**src/rtl/bram_fifo_ctrl_if.sv**
```systemverilog
// Bundle of the FIFO handshake and FAST_BRAM port pins driven by bram_fifo_ctrl.
// slave  : the controller itself (accepts ENQ/DEQ, drives the BRAM pins).
// master : the surrounding logic (producer, consumer and BRAM read data).
interface bram_fifo_ctrl_if #(
   parameter int DATA_WIDTH = 36,
   parameter int ADDR_WIDTH = 9
);
   logic                  ENQ;
   logic [DATA_WIDTH-1:0] ENQ_DATA;
   logic                  NOT_FULL;
   logic                  DEQ;
   logic [DATA_WIDTH-1:0] FIRST;
   logic                  NOT_EMPTY;
   logic [ADDR_WIDTH+1:0] COUNT;
   logic                  WEA;
   logic [ADDR_WIDTH-1:0] WR_ADDRA;
   logic [DATA_WIDTH-1:0] DIA;
   logic                  REB;
   logic [ADDR_WIDTH-1:0] RD_ADDRB;
   logic [DATA_WIDTH-1:0] DOB;

   modport slave (
      input  ENQ, ENQ_DATA, DEQ, DOB,
      output NOT_FULL, FIRST, NOT_EMPTY, COUNT, WEA, WR_ADDRA, DIA, REB, RD_ADDRB
   );

   modport master (
      output ENQ, ENQ_DATA, DEQ, DOB,
      input  NOT_FULL, FIRST, NOT_EMPTY, COUNT, WEA, WR_ADDRA, DIA, REB, RD_ADDRB
   );
endinterface

```
**src/rtl/bram_fifo_ctrl.sv**
```systemverilog
// FIFO controller in front of a FAST_BRAM: port A write-only, port B read-only.
// Registered BRAM read data lands in a 2-entry skid buffer whose head is FIRST,
// giving a full-throughput FIFO of capacity DEPTH+2.
// Optional feature macro: BRAM_FIFO_BYPASS_EN -- when nothing older sits in the
// BRAM or in flight, an enqueue goes straight into the skid buffer (latency 1).
module bram_fifo_ctrl #(
   parameter int DATA_WIDTH = 36,
   parameter int ADDR_WIDTH = 9,
   parameter int DEPTH      = 1 << ADDR_WIDTH
) (
   input logic             CLK,
   input logic             RST,
   bram_fifo_ctrl_if.slave bus
);
   localparam logic [ADDR_WIDTH:0]   MEM_FULL_C = (ADDR_WIDTH+1)'(DEPTH);
   localparam logic [ADDR_WIDTH:0]   MEM_ZERO_C = {(ADDR_WIDTH+1){1'b0}};
   localparam logic [ADDR_WIDTH-1:0] PTR_ZERO_C = {ADDR_WIDTH{1'b0}};

   logic [ADDR_WIDTH-1:0] wptr_r;
   logic [ADDR_WIDTH-1:0] rptr_r;
   logic [ADDR_WIDTH:0]   mem_count_r;
   logic                  pending_r;
   logic [DATA_WIDTH-1:0] skid0_r;
   logic [DATA_WIDTH-1:0] skid1_r;
   logic [1:0]            skid_count_r;

   logic                  not_full_s;
   logic                  not_empty_s;
   logic                  do_enq_s;
   logic                  do_deq_s;
   logic                  issue_s;
   logic                  bypass_s;
   logic                  mem_wr_s;
   logic                  push_s;
   logic [DATA_WIDTH-1:0] push_data_s;
   logic [1:0]            after_pop_s;
   logic [2:0]            occ_s;
   logic [DATA_WIDTH-1:0] skid0_s;
   logic [DATA_WIDTH-1:0] skid1_s;
   logic [1:0]            skid_count_s;

   // Handshake decode and read-issue decision; DEQ frees a skid slot in the same cycle.
   always_comb begin
      not_full_s  = (mem_count_r != MEM_FULL_C);
      not_empty_s = (skid_count_r != 2'd0);
      do_enq_s    = bus.ENQ & not_full_s;
      do_deq_s    = bus.DEQ & not_empty_s;
      after_pop_s = skid_count_r - {1'b0, do_deq_s};
      // Slots already spoken for: skid contents plus a read still returning.
      occ_s       = {1'b0, skid_count_r} + {2'b00, pending_r} - {2'b00, do_deq_s};
      issue_s     = (mem_count_r != MEM_ZERO_C) & (occ_s < 3'd2);
`ifdef BRAM_FIFO_BYPASS_EN
      bypass_s    = do_enq_s & (mem_count_r == MEM_ZERO_C) & ~pending_r & (after_pop_s < 2'd2);
`else
      bypass_s    = 1'b0;
`endif
      mem_wr_s    = do_enq_s & ~bypass_s;
      // Bypass needs pending clear, so a capture and a bypass never collide.
      push_s      = pending_r | bypass_s;
      if (pending_r) begin
         push_data_s = bus.DOB;
      end else begin
         push_data_s = bus.ENQ_DATA;
      end
   end

   // Skid buffer next state: pop shifts the tail to the head, push fills the first free slot.
   always_comb begin
      skid0_s = skid0_r;
      skid1_s = skid1_r;
      if (do_deq_s) begin
         skid0_s = skid1_r;
      end else begin
         skid0_s = skid0_r;
      end
      if (push_s) begin
         if (after_pop_s == 2'd0) begin
            skid0_s = push_data_s;
         end else begin
            skid1_s = push_data_s;
         end
      end else begin
         skid1_s = skid1_r;
      end
      skid_count_s = after_pop_s + {1'b0, push_s};
   end

   // Pointer, occupancy and skid state; reset drops any in-flight read.
   always_ff @(posedge CLK) begin
      if (RST) begin
         wptr_r       <= PTR_ZERO_C;
         rptr_r       <= PTR_ZERO_C;
         mem_count_r  <= MEM_ZERO_C;
         pending_r    <= 1'b0;
         skid0_r      <= {DATA_WIDTH{1'b0}};
         skid1_r      <= {DATA_WIDTH{1'b0}};
         skid_count_r <= 2'd0;
      end else begin
         wptr_r       <= wptr_r + {{(ADDR_WIDTH-1){1'b0}}, mem_wr_s};
         rptr_r       <= rptr_r + {{(ADDR_WIDTH-1){1'b0}}, issue_s};
         mem_count_r  <= mem_count_r + {{ADDR_WIDTH{1'b0}}, mem_wr_s}
                                     - {{ADDR_WIDTH{1'b0}}, issue_s};
         pending_r    <= issue_s;
         skid0_r      <= skid0_s;
         skid1_r      <= skid1_s;
         skid_count_r <= skid_count_s;
      end
   end

   assign bus.NOT_FULL  = not_full_s;
   assign bus.NOT_EMPTY = not_empty_s;
   assign bus.FIRST     = skid0_r;
   assign bus.COUNT     = {1'b0, mem_count_r}
                        + {{(ADDR_WIDTH+1){1'b0}}, pending_r}
                        + {{ADDR_WIDTH{1'b0}}, skid_count_r};
   assign bus.WEA       = mem_wr_s;
   assign bus.WR_ADDRA  = wptr_r;
   assign bus.DIA       = bus.ENQ_DATA;
   assign bus.REB       = issue_s;
   assign bus.RD_ADDRB  = rptr_r;
endmodule

```
**src/flat_wrapper.sv**
```systemverilog
// flat-port wrapper written by rule: the top's interface ports become plain ports
module bram_fifo_ctrl_flat 
#(
   parameter int DATA_WIDTH = 36,
   parameter int ADDR_WIDTH = 9,
   parameter int DEPTH      = 1 << ADDR_WIDTH
)
  (CLK, RST, bus_ENQ, bus_ENQ_DATA, bus_DEQ, bus_DOB, bus_NOT_FULL, bus_FIRST, bus_NOT_EMPTY, bus_COUNT, bus_WEA, bus_WR_ADDRA, bus_DIA, bus_REB, bus_RD_ADDRB);
  bram_fifo_ctrl_if #(.DATA_WIDTH(DATA_WIDTH), .ADDR_WIDTH(ADDR_WIDTH)) bus_i ();
  input logic CLK;
  input logic RST;
  input wire logic [$bits(bus_i.ENQ)-1:0] bus_ENQ;
  input wire logic [$bits(bus_i.ENQ_DATA)-1:0] bus_ENQ_DATA;
  input wire logic [$bits(bus_i.DEQ)-1:0] bus_DEQ;
  input wire logic [$bits(bus_i.DOB)-1:0] bus_DOB;
  output wire logic [$bits(bus_i.NOT_FULL)-1:0] bus_NOT_FULL;
  output wire logic [$bits(bus_i.FIRST)-1:0] bus_FIRST;
  output wire logic [$bits(bus_i.NOT_EMPTY)-1:0] bus_NOT_EMPTY;
  output wire logic [$bits(bus_i.COUNT)-1:0] bus_COUNT;
  output wire logic [$bits(bus_i.WEA)-1:0] bus_WEA;
  output wire logic [$bits(bus_i.WR_ADDRA)-1:0] bus_WR_ADDRA;
  output wire logic [$bits(bus_i.DIA)-1:0] bus_DIA;
  output wire logic [$bits(bus_i.REB)-1:0] bus_REB;
  output wire logic [$bits(bus_i.RD_ADDRB)-1:0] bus_RD_ADDRB;
  assign bus_i.ENQ = bus_ENQ;
  assign bus_i.ENQ_DATA = bus_ENQ_DATA;
  assign bus_i.DEQ = bus_DEQ;
  assign bus_i.DOB = bus_DOB;
  assign bus_NOT_FULL = bus_i.NOT_FULL;
  assign bus_FIRST = bus_i.FIRST;
  assign bus_NOT_EMPTY = bus_i.NOT_EMPTY;
  assign bus_COUNT = bus_i.COUNT;
  assign bus_WEA = bus_i.WEA;
  assign bus_WR_ADDRA = bus_i.WR_ADDRA;
  assign bus_DIA = bus_i.DIA;
  assign bus_REB = bus_i.REB;
  assign bus_RD_ADDRB = bus_i.RD_ADDRB;
  bram_fifo_ctrl #(.DATA_WIDTH(DATA_WIDTH), .ADDR_WIDTH(ADDR_WIDTH), .DEPTH(DEPTH)) u_core (.CLK(CLK), .RST(RST), .bus(bus_i));
endmodule
```
**config.mk**
```make
export PLATFORM = sky130hd
export DESIGN_NAME = bram_fifo_ctrl_flat
export DESIGN_NICKNAME = d
export VERILOG_FILES = /design/src/rtl/bram_fifo_ctrl_if.sv /design/src/rtl/bram_fifo_ctrl.sv /design/src/flat_wrapper.sv
export SDC_FILE = /design/constraint.sdc
export NUM_CORES = 1
export LEC_CHECK = 0
export BUFFER_PORTS_ARGS = -buffer_cell sky130_fd_sc_hd__buf_2
export CORE_ASPECT_RATIO = 2
export CORE_MARGIN = 2
export CORE_UTILIZATION = 35
export DETAILED_ROUTE_END_ITERATION = 8
export HOLD_SLACK_MARGIN = 0.1
export PLACE_DENSITY = 0.71
export SLEW_MARGIN = 20
export SYNTH_ARGS = -nofsm -noshare
export SYNTH_HDL_FRONTEND = slang
export SYNTH_SLANG_ARGS = --single-unit
```
**constraint.sdc**
```tcl
create_clock -name CLK -period 5.15 [get_ports CLK]
set_clock_uncertainty 0.2 [all_clocks]
set_input_delay 0.515 -clock CLK [delete_from_list [all_inputs] [get_ports CLK]]
set_output_delay 0.515 -clock CLK [all_outputs]
set_load 0.05 [all_outputs]
```
==> metrics.csv, run 1 <==
metric;value;unit
Final Hold Vio Count;0;
initial antenna violation count;0;
HPWL Detailed;7.21;mm
Slew Viols, Final;0;
setup_tns;0;ns
Critical Path AT;4.00;ns
area fraction of the dominant cell type after synthesis;0.409;
CP endpoint;u_core.mem_count_r[9];
crit start category;register;
Layout area overhead;13.9;%
FMAX;252;MHz
Primary FF master, synth;dfxtp_1;
worst r2r path cells;12;
Reg2Reg Setup Slack;1.18;ns
cts bufs inserted;9;
Final min period;3.97;ns
status;completed;
Yosys top cell by area;dfxtp_1;
GR Overflow Total;0;
Syn Nets;675;
hold crit path type;primary input to register;
Crit path required time;5.19;ns
Detail Route Antenna Nets;0;
Final setup viols;0;
Via density;4.77;
R2R Path Start;u_core.skid_count_r[1];
Die Y;174;µm
CP startpoint;u_core.skid_count_r[1];
final setup margin;1.18;ns
via count;3917;
row cnt;62;
LEAKAGE;2.66;nW
post-CTS sizing;0;
total placed cells including tap cells;806;
total power;4.12;mW
FF-to-FF End;u_core.mem_count_r[9];
initial core utilization;0.355;
Final nets;732;
Die Wd;88.9;µm
Longest Clk Path Bufs;2;
Crit Path Max Fanout;9;
slew of the pin with the lowest slew margin;1.10;ns
setup bufs post-CTS;0;
overall routing resource usage;0.144;
n_diodes;0;
clock root cell;clkbuf_16;
final worst-path cycle share;0.770;
die area;0.0154;mm²
Synth Register Bits;103;
CTS tree;yes;
commonest non-fill, non-tap cell in the layout;buf_2;
core area;0.0142;mm²
Netlist Area Pre-Place;0.00504;mm²
Port Buffers;108;
Max-cap violations;0;
Synth Warn #;0;
wirelength, routed;10.9;mm
filler cell count;1445;
number of H-tree levels;3;
Slew headroom;0.266;
I/O Pins;181;
Setup crit end kind;register;
pin count of the biggest net entering global routing;105;
average cell area after synthesis;8.88;µm²
RSZ-0062 raised after global routing;false;
synth unique cells;40;
Crit Path Class;register to register;
DRC Markers;0;
global-route wire length before repair;17.7;mm
final instance count without filler cells;822;
DR WL/cell;13.2;µm
gpl congestion;0.804;
# clock sinks;103;
vias in the first global route;3695;
commonest non-fill, non-tap cells in the layout;buf_2, dfxtp_1, nand2_1;
peak supply drop;0.000351;V
Async SR Flop Fraction;0;
Setup WS pre-CTS;1.18;ns
initial drt markers;128;
cell area power density;718;mW/mm²
Pre-antenna DRT Iters;5;
post-synthesis cell count;568;
Clk Latency, worst-skew pair;0.34;ns
share of cells above drive strength 1;0.211;
final core utilization;0.405;
top post-synthesis cells by area;dfxtp_1, mux2i_1, ha_1;
Post-synth EDFFs;0;
# hold bufs at CTS;0;
sequential fraction of the synthesis area;0.409;
Reg clk slew, reported paths;0.07;ns
worst min path at each step:
stage / startpoint / to / slack [ns] / cells after the start
2_1_floorplan: u_core.skid1_r[0] / u_core.skid1_r[0] / 0.24 / 2
3_5_place_dp: u_core.skid1_r[8] / u_core.skid1_r[8] / 0.25 / 2
3_3_place_gp: u_core.skid1_r[15] / u_core.skid1_r[15] / 0.24 / 2
6_report: bus_DOB[11] / u_core.skid1_r[11] / 0.21 / 3
5_1_grt: bus_DOB[9] / u_core.skid1_r[9] / 0.20 / 3
4_1_cts: bus_DOB[16] / u_core.skid1_r[16] / 0.21 / 3
Yosys cell counts (2+ instances only):
library cell / number
buf_2: 8
o21ai_0: 5
and3_1: 6
or3_1: 5
a211oi_1: 36
xor2_1: 15
nand2_1: 85
nand3_1: 9
nor2b_1: 11
and2_1: 2
dfxtp_1: 103
a21o_1: 2
xnor2_1: 15
clkbuf_1: 11
buf_1: 6
a21oi_1: 45
nor2_1: 61
mux2i_1: 36
buf_4: 36
a221o_1: 2
fa_1: 4
inv_1: 18
ha_1: 27
buf_6: 3
nand4_1: 2
layer usage:
layer	GRT usage	wire length, µm
met2	0.224	5010
met1	0.186	4950
met3	0.0500	797
met5	0	0
met4	0.0417	108
cell type report:
class,count,area (µm²),area share
well taps,192,240,0.0418
repair buffers,111,566,0.0985
multi-input cells,382,2510,0.437
inverters,18,67.6,0.0118
flip-flops and latches,103,2060,0.359
clock inverters,6,70.1,0.0122
clock buffers,10,229,0.0399
kinds of logic after synthesis:
logic type               after synthesis  share of synthesized area
multiplexers                          37                     0.0737
buffers and inverters                 83                     0.0958
flip-flops                           103                      0.409
AND/OR/NAND/NOR                      187                      0.160
AO/OA/AOI/OAI                         96                      0.123
adder cells (fa/ha/maj)               31                     0.0829
XOR/XNOR                              31                     0.0553
flip-flops by register name, indices dropped and copies added, names as in the netlist:
register	cells
u_core.skid_count_r	2
u_core.pending_r	1
u_core.skid1_r	36
u_core.bus.WR_ADDRA	9
u_core.bus.FIRST	36
u_core.mem_count_r	10
u_core.bus.RD_ADDRB	9
per-stage QoR:
stage	instance area, µm²	hold WS (ns)
finish	5740	0.215
global route	5740	0.203
CTS	5740	0.206
detailed placement	5440	0.246
global placement	5440	0.241
floorplan	5040	0.236
worst max-delay path: stages, from the launching register on:
cell,delay [ns]
dfxtp_1,0.42
or2_1,0.29
nand2_2,0.08
nor2_1,0.05
fa_1,0.43
xor2_1,0.18
a311oi_4,0.50
or2b_1,0.31
ha_1,0.27
a21o_1,0.19
a221o_1,0.33
a41oi_1,0.23
mux2_2,0.35
power breakdown:
group / switching [mW] / total [mW] / internal [mW]
Combinational: 1.52 / 2.26 / 0.734
Sequential: 0.153 / 1.18 / 1.03
Clock: 0.305 / 0.685 / 0.381
No activity file was read; power rests on OpenSTA's default activity.
==> run 2, diff against run 1 <==
clock period = 4 ns   (was 5.15 ns; I/O delays follow)
==> run 2 against run 1 <==
Net effect: maximum frequency up 12%; combinational power grew 33%; register-to-register slack got worse by 0.71 ns; via count rose by 2.1%; hold slack worse by 0.10 ns.
==> metrics.csv, run 2 (synthesis gave the netlist of run 1 again) <==
metric;value;unit;change
status;completed;;
slowest CP cell;fa_1;;
Port Buffers;108;;unchanged
Area after DPL;0.00551;mm²;+1.2%
DRC Markers;0;;unchanged
Slew Viols, Final;0;;unchanged
Die Y;174;µm;unchanged
Hold EP;u_core.skid1_r[14];;
Reg2Reg Setup Slack;0.47;ns;-0.71 ns
DR WL/cell;13.0;µm;-1.7%
row cnt;62;;unchanged
hold crit path type;primary input to register;;
HPWL Detailed;7.28;mm;+1.0%
crit start category;register;;
FF-to-FF End;u_core.mem_count_r[8];;
global-route wire length before repair;17.9;mm;+1.4%
cts bufs inserted;9;;unchanged
I/O Pins;181;;unchanged
Pre-antenna DRT Iters;4;;-1
cell mode on critical path;xor2_1;;
Final setup viols;0;;unchanged
most used routing layer;met2;;
share of cells above drive strength 1;0.223;;+0.0123
Crit path required time;3.99;ns;-1.20 ns
final core utilization;0.421;;+0.0163
met2 Use GR;0.222;;-0.00187
Crit Path Max Fanout;8;;-1
Worst Min Path Start;bus_DOB[14];;
Max-cap violations;0;;unchanged
FMAX;284;MHz;+12%
wirelength, routed;10.9;mm;+0.58%
overall routing resource usage;0.143;;-0.000542
Layout area overhead;18.5;%;
hold depth;3;;unchanged
GR Overflow Total;0;;unchanged
Final Hold Vio Count;0;;unchanged
CTS tree;yes;;
cell area power density;912;mW/mm²;+27%
setup bufs post-CTS;0;;unchanged
# clock sinks;103;;unchanged
Via density;4.76;;-0.21%
Detail Route Antenna Nets;0;;unchanged
R2R Path Start;u_core.pending_r;;
Final min period;3.53;ns;-0.438 ns
slew of the pin with the lowest slew margin;0.879;ns;-0.223 ns
core area;0.0142;mm²;unchanged
n_diodes;0;;unchanged
final worst-path cycle share;0.882;;+0.112
Longest Clk Path Bufs;2;;unchanged
# hold bufs at CTS;14;;+14
Setup crit end kind;register;;
LEAKAGE;2.76;nW;+3.5%
worst r2r path cells;14;;+2
CP max stage delay;0.52;ns;+0.02 ns
Reg clk slew, reported paths;0.07;ns;about the same
initial drt markers;178;;+39%
Critical Path AT;3.52;ns;-0.48 ns
commonest non-fill, non-tap cell in the layout;buf_2;;
Final Cell Area;0.00597;mm²;+4.0%
Slew headroom;0.414;;+0.149
Crit Path Class;register to register;;
cells along the critical path;xor2_1, nand2_1, fa_1, inv_2, a311oi_4, buf_4, xor2_1, ha_2, fa_2, a21oi_2, nor3b_1, o31a_1, xnor2_1, nor2_1;;
initial antenna violation count;0;;unchanged
Final nets;751;;+2.6%
grt met3 use;0.0476;;-0.00238
RSZ-0062 raised after global routing;false;;
die area;0.0154;mm²;unchanged
post-CTS sizing;0;;unchanged
commonest non-fill, non-tap cells in the layout;buf_2, dfxtp_1, nand2_1;;
initial core utilization;0.355;;unchanged
M1 GR Usage;0.189;;+0.00329
total power;5.45;mW;+32%
clock root cell;clkbuf_16;;
Clk Latency, worst-skew pair;0.34;ns;about the same
gpl congestion;0.788;;-2.1%
pin count of the biggest net entering global routing;83;;-21%
Die Wd;88.9;µm;unchanged
number of H-tree levels;3;;unchanged
peak supply drop;0.000440;V;+25%
vias in the first global route;3803;;+2.9%
via count;3999;;+2.1%
==> run 2: stage by stage <==
step | hold slack [ns] | instances | worst slack, ns | TNS [ns]
2_1_floorplan | 0.236 | 568 | -0.288 | -0.912
3_3_place_gp | 0.241 | 810 | 0.486 | 0
3_5_place_dp | 0.246 | 810 | 0.477 | 0
4_1_cts | 0.100 | 840 | 0.455 | 0
5_1_grt | 0.103 | 841 | 0.210 | 0
6_report | 0.112 | 841 | 0.473 | 0
==> run 2: power by group <==
part | internal, mW | leakage, nW | switching [mW]
combinational | 1.01 | 1.76 | 1.99
sequential | 1.32 | 0.842 | 0.199
clock | 0.541 | 0.158 | 0.385
==> run 2: worst max-delay path by stage <==
stage	endpoint	slack, ns	from
finish	u_core.mem_count_r[8]	0.47	u_core.pending_r
global placement	u_core.mem_count_r[8]	0.49	bus_DEQ
CTS	u_core.mem_count_r[8]	0.45	u_core.pending_r
floorplan	u_core.mem_count_r[9]	-0.29	u_core.skid_count_r[1]
global route	u_core.bus.FIRST[18]	0.21	u_core.skid_count_r[1]
detailed placement	u_core.mem_count_r[8]	0.48	bus_DEQ
==> run 2: area by class of cell <==
type,instances,area (µm²)
Inverter,18,67.6
Clock inverter,4,48.8
Multi-Input combinational cell,382,2540
Tap cell,192,240
Clock buffer,12,268
Fill cell,1413,8220
Sequential cell,103,2070
Timing Repair Buffer,130,746
==> run 2: metal layers <==
layer  up-vias  wire [µm]
li1       2016          -
met2       108       5020
met1      1864       5040
met5         -          0
met3        11        734
met4         0        129
==> run 2: worst max-delay path: cells and delay by family, from the launching register on <==
kind / cells / cell delay (ns)
adder cells (fa/ha/maj): 3 / 1.12
AO/OA/AOI/OAI: 3 / 0.70
flip-flops: 1 / 0.49
XOR/XNOR: 3 / 0.42
buffers and inverters: 2 / 0.24
AND/OR/NAND/NOR: 3 / 0.22
